$ cat src/rtl/core_control_hazard_sb.sv
// Scoreboard-based stall/hazard controller for the issue stage.
// Tracks DEPTH in-flight instructions between issue and writeback.
// It checks every pending slot for register RAW, R15, flags, PSR and
// user-bank hazards. A drain-then-halt FSM serves debug halt requests.
module core_control_hazard_sb #(
  parameter int DEPTH = 2,
  parameter int NSRC  = 3,
  parameter int CNT_W = 32
) (
  input  logic                clk,
  input  logic                rst_n,
  input  logic                halt,
  input  logic                flush,
  input  logic                issue_req,
  input  logic [NSRC-1:0]     src_use,
  input  logic [NSRC*4-1:0]   src_reg,
  input  logic                dst_wb,
  input  logic [3:0]          dst_reg,
  input  logic                dst_user,
  input  logic                sets_flags,
  input  logic                reads_flags,
  input  logic                psr_write,
  output logic                stall,
  output logic                next_bubble,
  output logic                bubble,
  output logic                halted,
  output logic                busy,
  output logic [CNT_W-1:0]    stall_cycles
);

  typedef struct packed {
    logic       valid;
    logic       wb;
    logic [3:0] rd;
    logic       user;
    logic       flags;
    logic       psr;
  } slot_t;

  typedef enum logic [1:0] {
    ST_RUN    = 2'd0,
    ST_DRAIN  = 2'd1,
    ST_HALTED = 2'd2
  } state_t;

  slot_t  slots [DEPTH];
  slot_t  new_slot;
  state_t state_q, state_d;

  logic raw_hz, pc_hz, flag_hz, psr_hz, user_hz;
  logic any_flags, any_valid;
  logic halt_block;
  logic fire;

  // Scan every pending slot for hazards against the issuing instruction.
  always_comb begin
    // NOTE: every combinational output gets a default first so that no path leaves it unassigned (no latch).
    raw_hz    = 1'b0;
    pc_hz     = 1'b0;
    psr_hz    = 1'b0;
    any_flags = 1'b0;
    any_valid = 1'b0;
    for (int k = 0; k < DEPTH; k++) begin
      if (slots[k].valid) begin
        any_valid = 1'b1;
        if (slots[k].wb && slots[k].rd == 4'd15) pc_hz = 1'b1;
        if (slots[k].flags) any_flags = 1'b1;
        if (slots[k].psr) psr_hz = 1'b1;
        for (int i = 0; i < NSRC; i++) begin
          if (src_use[i] && slots[k].wb && slots[k].rd == src_reg[4*i +: 4]) raw_hz = 1'b1;
        end
      end
    end
  end

  assign busy        = any_valid;
  assign flag_hz     = reads_flags && any_flags;
  // User-bank accesses must issue into an empty scoreboard.
  assign user_hz     = dst_user && any_valid;
  assign next_bubble = issue_req && (raw_hz | pc_hz | flag_hz | psr_hz | user_hz);
  assign halt_block  = (state_q != ST_RUN);
  assign stall       = next_bubble || !issue_req || halt_block;
  assign fire        = issue_req && !stall;
  assign halted      = (state_q == ST_HALTED);

  assign new_slot = '{valid: 1'b1, wb: dst_wb, rd: dst_reg, user: dst_user,
                      flags: sets_flags, psr: psr_write};

  // Shift the scoreboard one slot per cycle; slot 0 takes the issuing instruction.
  always_ff @(posedge clk or negedge rst_n) begin
    if (!rst_n) begin
      // NOTE: the slots are a small flop array, not RAM; they are reset so no stale valid bit survives reset.
      for (int k = 0; k < DEPTH; k++) slots[k] <= '0;
    end else if (flush) begin
      for (int k = 0; k < DEPTH; k++) slots[k] <= '0;
    end else begin
      // NOTE: non-blocking assignments make every slot read its neighbour's old value, which gives a true shift.
      for (int k = DEPTH - 1; k > 0; k--) slots[k] <= slots[k-1];
      slots[0] <= fire ? new_slot : '0;
    end
  end

  // Halt FSM state register.
  always_ff @(posedge clk or negedge rst_n) begin
    if (!rst_n) state_q <= ST_RUN;
    else        state_q <= state_d;
  end

  // Halt FSM next state: drain in-flight slots, then hold until halt drops.
  always_comb begin
    state_d = state_q;
    case (state_q)
      ST_RUN:    if (halt) state_d = ST_DRAIN;
      ST_DRAIN: begin
        if (!halt)      state_d = ST_RUN;
        else if (!busy) state_d = ST_HALTED;
      end
      ST_HALTED: if (!halt) state_d = ST_RUN;
      default:   state_d = ST_RUN;
    endcase
  end

  // Registered flag recording that a bubble was inserted in the previous cycle.
  always_ff @(posedge clk or negedge rst_n) begin
    if (!rst_n) bubble <= 1'b0;
    else        bubble <= issue_req && next_bubble;
  end

  // Saturating count of cycles in which a waiting instruction was held back.
  always_ff @(posedge clk or negedge rst_n) begin
    if (!rst_n) begin
      stall_cycles <= '0;
    end else if (issue_req && stall && (stall_cycles != {CNT_W{1'b1}})) begin
      stall_cycles <= stall_cycles + CNT_W'(1);
    end
  end

endmodule
$ cat config.mk
export PLATFORM = sky130hd
export DESIGN_NAME = core_control_hazard_sb
export DESIGN_NICKNAME = d
export VERILOG_FILES = /design/src/rtl/core_control_hazard_sb.sv
export SDC_FILE = /design/constraint.sdc
export NUM_CORES = 1
export LEC_CHECK = 0
export CAP_MARGIN = 30
export CORE_ASPECT_RATIO = 0.7
export CORE_MARGIN = 1
export CORE_UTILIZATION = 46
export CTS_BUF_LIST = sky130_fd_sc_hd__clkbuf_4 sky130_fd_sc_hd__clkbuf_8 sky130_fd_sc_hd__clkbuf_16
export DETAILED_ROUTE_END_ITERATION = 16
export PLACE_DENSITY = 0.76
export SETUP_SLACK_MARGIN = 0.1
export SYNTH_ARGS = -nofsm -noshare
export SYNTH_HDL_FRONTEND = slang
export SYNTH_SLANG_ARGS = --single-unit
$ cat constraint.sdc
create_clock -name clk -period 6.6 [get_ports clk]
set_input_delay 0.66 -clock clk [delete_from_list [all_inputs] [get_ports clk]]
set_output_delay 0.66 -clock clk [all_outputs]
set_load 0.005 [all_outputs]
==> results.sh, run 1 <==
export IMPL_final_util_pct=64.0
export IMPL_cts_resized=0
export IMPL_grtUsageMet2_pct=29.2
export IMPL_ys_flop_type="dfrtp_1"
export IMPL_viasPerCell=5.18
export IMPL_grt_most_used_layer="met1"
export IMPL_cts_buffers_inserted=5
export IMPL_synth_cell_types=40
export IMPL_netlist_area_um2=2570
export IMPL_cts_sinks=51
export IMPL_portBuffers=65
export IMPL_r2r_slack_ns=4.12
export IMPL_min_period_ns=3.45
export IMPL_synth_top_area_share_pct=49.7
export IMPL_synth_most_common_cell="dfrtp_1"
export IMPL_grtUsageMet3_pct=4.46
export IMPL_post_cts_setup_buffers=0
export IMPL_drc_errors=0
export IMPL_rsz0062_at_grt="false"
export IMPL_die_area_um2=5890
export IMPL_routabilityCongestion=0.795
export IMPL_critPathRequiredTime_ns=5.94
export IMPL_rows=22
export IMPL_start_kind="input port"
export IMPL_antenna_cells=0
export IMPL_end_kind="primary output"
export IMPL_final_hold_violation_count=0
export IMPL_overflow=0
export IMPL_tightest_slew_ns=0.531
export IMPL_chipWidth_um=91.3
export IMPL_max_slew_margin_pct=64.6
export IMPL_clkTransAtPathRegs_ns=0.09
export IMPL_path_class="input port to primary output"
export IMPL_synth_area_leaders="dfrtp_1, xor2_1, xnor2_1, nand3_1, nor2_1"
export IMPL_root_buffer="clkbuf_8"
export IMPL_fmax_mhz=290
export IMPL_r2r_end="stall_cycles[31]"
export IMPL_first_pass_iters=4
export IMPL_final_cells=387
export IMPL_grt_first_pass_wirelength_um=9420
export IMPL_vdd_drop_max_v=0.000107
export IMPL_arrival_ns=2.79
export IMPL_ant_nets=0
export IMPL_syn_to_final_growth_pct=32.6
export IMPL_clock_latency_ns=0.30
export IMPL_syn_avg_cell_area_um2=10.5
export IMPL_cts_tree="built"
export IMPL_htreeDepth=2
export IMPL_syn_num_nets=275
export IMPL_routedWlPerCell_um=14.6
export IMPL_synthTopCellsByCount="dfrtp_1, xor2_1, xnor2_1"
export IMPL_die_h_um=64.5
export IMPL_timing_rr_start="slots[12]"
export IMPL_drv_slew=0
export IMPL_yosysTopAreaCell="dfrtp_1"
export IMPL_start_util_pct=48.3
export IMPL_ys_seq_elements=51
export IMPL_setup_viol=0
export IMPL_r2r_cells=7
export IMPL_syn_inst=245
export IMPL_dp_cells=379
export IMPL_synth_edf_count=0
export IMPL_track_usage_pct=20.7
export IMPL_drt_iter0_drc=145
export IMPL_hp_class="input port to async pin"
export IMPL_cts_hold_buf=0
export IMPL_finalSetupTns_ns=0
export IMPL_met1_usage_pct=31.8
export IMPL_fin_skew_ns=0.00686
export IMPL_leakage_uw=0.00154
export IMPL_ys_seq_area_share_pct=49.7
export IMPL_hold_ws_ns=0.215
export IMPL_layout_nets=344
export IMPL_fp_coreArea_um2=5310
export IMPL_drv_cap=0
export IMPL_drive_above_1_share_pct=5.40
export IMPL_yosys_warnings=0
export IMPL_synthArstFlopShare_pct=100
export IMPL_pin_count=66
export IMPL_grt_max_degree=42
export IMPL_status="finished clean"
export IMPL_cp_max_fo=6
export IMPL_fin_crit_sh_pct=52.3
export IMPL_cts_buffer_depth=2
export IMPL_hpwl_um=4250
export IMPL_num_vias=2003
export IMPL_power_density_nw_per_um2=203
export IMPL_wl_um=5660
export IMPL_antenna_found_initial=0
export IMPL_first_global_vias=1906
how the worst max path moves through the flow:
stage	from	endpoint	slack, ns	depth (start not counted)
floorplan	src_reg[4]	stall	4.18	6
global placement	src_reg[5]	stall	3.17	8
detailed placement	src_reg[6]	stall	3.13	8
CTS	src_reg[6]	stall	3.13	8
global route	src_reg[4]	stall	2.96	8
finish	src_reg[6]	stall	3.15	8
power by group:
part           switching [uW]  leakage, uW  internal (uW)
logic                    54.0     0.000798           77.3
registers                29.5     0.000692            335
clock network            99.2    0.0000505           95.4
worst max-delay path, stage by stage:
cell and delay [ns]:
clkdlybuf4s50_1 0.49, inv_1 0.07, o211ai_1 0.17, nor4b_1 0.08
o41a_4 0.52, nor3_1 0.26, nand2_1 0.09, clkdlybuf4s50_1 0.44
cell usage in the layout (no fill, tap or decap), drive strengths merged, types with 7 or more instances in the layout:
cell | Yosys | layout
xor2 | 28 | 28
nor2b | 9 | 9
nand4 | 10 | 10
dfrtp | 51 | 51
and3 | 8 | 8
nor2 | 21 | 21
inv | 17 | 17
xnor2 | 22 | 22
nor3 | 9 | 9
nand3 | 16 | 16
nand2 | 15 | 15
clkbuf | 2 | 7
clkdlybuf4s50 | 0 | 64
metrics by stage:
step	total power [uW]	setup slack [ns]	cell area [um2]
after floorplan	421	4.18	2570
after global placement	496	3.17	3280
after detailed placement	501	3.13	3300
after CTS	698	3.13	3400
after global routing	723	2.96	3400
final	690	3.15	3400
cell type report:
class | instances | area [um2]
well taps | 72 | 90.1
clock buffers | 7 | 96.3
flip-flops and latches | 51 | 1280
repair buffers | 66 | 666
fillers | 428 | 1910
multi-input cells | 173 | 1200
clock inverters | 1 | 7.51
inverters | 17 | 63.8
kinds of logic after synthesis:
group	Yosys count	share of synthesized area (%)
mux	2	0.829
xor+xnor	50	17.1
simple gates	101	20.4
compound gates	19	8.04
fa+ha+maj	1	0.487
flops	51	49.7
buf+inv	21	3.41
flip-flops by register name (all words and copies together) (netlist names):
name	flops
slots	16
bubble	1
stall_cycles	32
state_q	2
routing by layer:
metal	vias to the layer above	part of all wire, %
li1	973	-
met1	958	50
met2	65	42
met3	7	7.2
met4	0	1.1
met5	-	0
No activity file was read; power rests on OpenSTA's default activity.
==> run 2, diff against run 1 <==
- clock period: 6.6 -> 3.6 ns (I/O delays scaled with it)
==> run 2 against run 1 <==
  * Combinational power is 85% higher
  * Flip-flop and latch count unchanged
  * Largest power group unchanged
  * Final area rose by 0.37%
  * Clock power is 97% higher
  * First-iteration DRC count fell by 34%
  * Total power grew 88%
==> results.sh, run 2 (synthesized netlist as in run 1, its figures left out) <==
export IMPL_status="finished clean"
export IMPL_finalSetupTns_ns=0
export IMPL_start_util_pct=48.3
export IMPL_cts_tree="built"
export IMPL_final_hold_violation_count=0
export IMPL_min_period_ns=2.90
export IMPL_cp_endpoint="stall"
export IMPL_final_cells=387
export IMPL_rows=22
export IMPL_r2r_slack_ns=1.07
export IMPL_max_slew_margin_pct=63.5
export IMPL_cts_sinks=51
export IMPL_first_global_vias=1919
export IMPL_r2r_cells=7
export IMPL_power_uw=1300
export IMPL_multi_input_area_um2=1200
export IMPL_root_buffer="clkbuf_8"
export IMPL_critPathRequiredTime_ns=3.24
export IMPL_layout_nets=345
export IMPL_viasPerCell=5.17
export IMPL_drc_errors=0
export IMPL_final_common_cell="clkdlybuf4s50_1"
export IMPL_path_class="flop to primary output"
export IMPL_chipWidth_um=91.3
export IMPL_regMostFlops="stall_cycles"
export IMPL_die_h_um=64.5
export IMPL_power_density_nw_per_um2=380
export IMPL_die_area_um2=5890
export IMPL_clkTransAtPathRegs_ns=0.09
export IMPL_arrival_ns=2.54
export IMPL_drv_slew=0
export IMPL_rsz0062_at_grt="false"
export IMPL_top_regs="stall_cycles: 32 flops, slots: 16 flops, state_q: 2 flops"
export IMPL_final_fill_count=451
export IMPL_antenna_cells=0
export IMPL_first_pass_iters=4
export IMPL_r2r_end="stall_cycles[29]"
export IMPL_regArea_um2=1280
export IMPL_drv_cap=0
export IMPL_routabilityCongestion=0.796
export IMPL_track_usage_pct=20.5
export IMPL_grt_first_pass_wirelength_um=9380
export IMPL_fmax_mhz=345
export IMPL_antenna_found_initial=0
export IMPL_post_cts_setup_buffers=0
export IMPL_drt_iter0_drc=96
export IMPL_setup_slack_ns=0.703
export IMPL_wl_um=5670
export IMPL_num_vias=2002
export IMPL_ant_nets=0
export IMPL_grt_max_degree=42
export IMPL_syn_to_final_growth_pct=33.1
export IMPL_hp_class="input port to async pin"
export IMPL_clock_latency_ns=0.30
export IMPL_fin_skew_ns=0.00975
export IMPL_leakage_uw=0.00155
export IMPL_largest_reg_flops=32
export IMPL_tightest_slew_ns=0.548
export IMPL_vdd_drop_max_v=0.000191
export IMPL_fp_coreArea_um2=5310
export IMPL_end_kind="primary output"
export IMPL_start_kind="flop"
export IMPL_mostFrequentLayoutCells="clkdlybuf4s50_1, dfrtp_1, xor2_1, xnor2_1, nor2_1"
export IMPL_cp_max_fo=6
export IMPL_routedWlPerCell_um=14.7
export IMPL_portBuffers=65
export IMPL_overflow=0
export IMPL_cts_buffers_inserted=5
export IMPL_drive_above_1_share_pct=5.08
export IMPL_setup_viol=0
export IMPL_htreeDepth=2
export IMPL_hpwl_um=4270
export IMPL_fin_crit_sh_pct=80.5
export IMPL_timing_rr_start="slots[13]"
export IMPL_pre_cts_slack_ns=0.736
export IMPL_cts_buffer_depth=2
export IMPL_crit_path_start="slots[8]"
export IMPL_dp_cells=379
export IMPL_pin_count=66
-- run 2: cell types whose count changed in the layout (fill, tap and decap cells not counted), sizes merged --
cell	previous run	this run
clkbuf	7	6
dlygate4sd3	0	1
bufinv	0	1
clkinvlp	1	0
-- run 2: critical path: stages, from the launching register on --
cell,delay (ns)
dfrtp_1,0.44
nor2_1,0.14
inv_1,0.08
a221o_1,0.35
a31oi_2,0.21
a41oi_4,0.21
nor3_1,0.30
nand2_1,0.09
clkdlybuf4s50_1,0.44
-- run 2: cell type report --
cell class | instances | share of cell area, %
clock buffer | 6 | 2.24
clock inverter | 1 | 0.879
inverter | 17 | 1.87
multi-input combinational | 173 | 35.2
sequential | 51 | 37.4
tap | 72 | 2.64
timing repair buffer | 67 | 19.8
-- run 2: per-stage QoR --
step	cell area (um2)	hold WS, ns	utilization, %
after floorplan	2570	0.0644	-
after global placement	3280	0.482	61.7
after detailed placement	3300	0.245	62.1
after CTS	3410	0.454	64.3
after global routing	3410	0.475	64.3
final	3410	0.452	64.3
-- run 2: layer usage --
metal	wire [um]	up-vias	share of wire [%]	GRT usage [%]
met5	0	-	0	0
met2	2470	40	44	30.8
met4	37	0	0.65	4.17
li1	-	976	-	-
met1	2950	982	52	31.2
met3	212	4	3.7	3.76
-- run 2: where the power goes --
group | internal [uW] | switching [uW] | total, uW
clock | 211 | 174 | 385
combinational | 142 | 100 | 243
sequential | 614 | 55.1 | 669
-- run 2: how the worst min path moves through the flow --
stage	from	end	slack (ns)
after global placement	stall_cycles[9]	stall_cycles[9]	0.48
final	rst_n	stall_cycles[16]	0.45
after detailed placement	rst_n	stall_cycles[13]	0.25
after floorplan	rst_n	bubble	0.06
after global routing	rst_n	stall_cycles[12]	0.48
after CTS	rst_n	stall_cycles[13]	0.45
-- run 2: repair_timing --
action	in CTS	in global routing
endpoints found under the hold margin	10	0
gates resized for setup	0	0
hold buffers	1	0
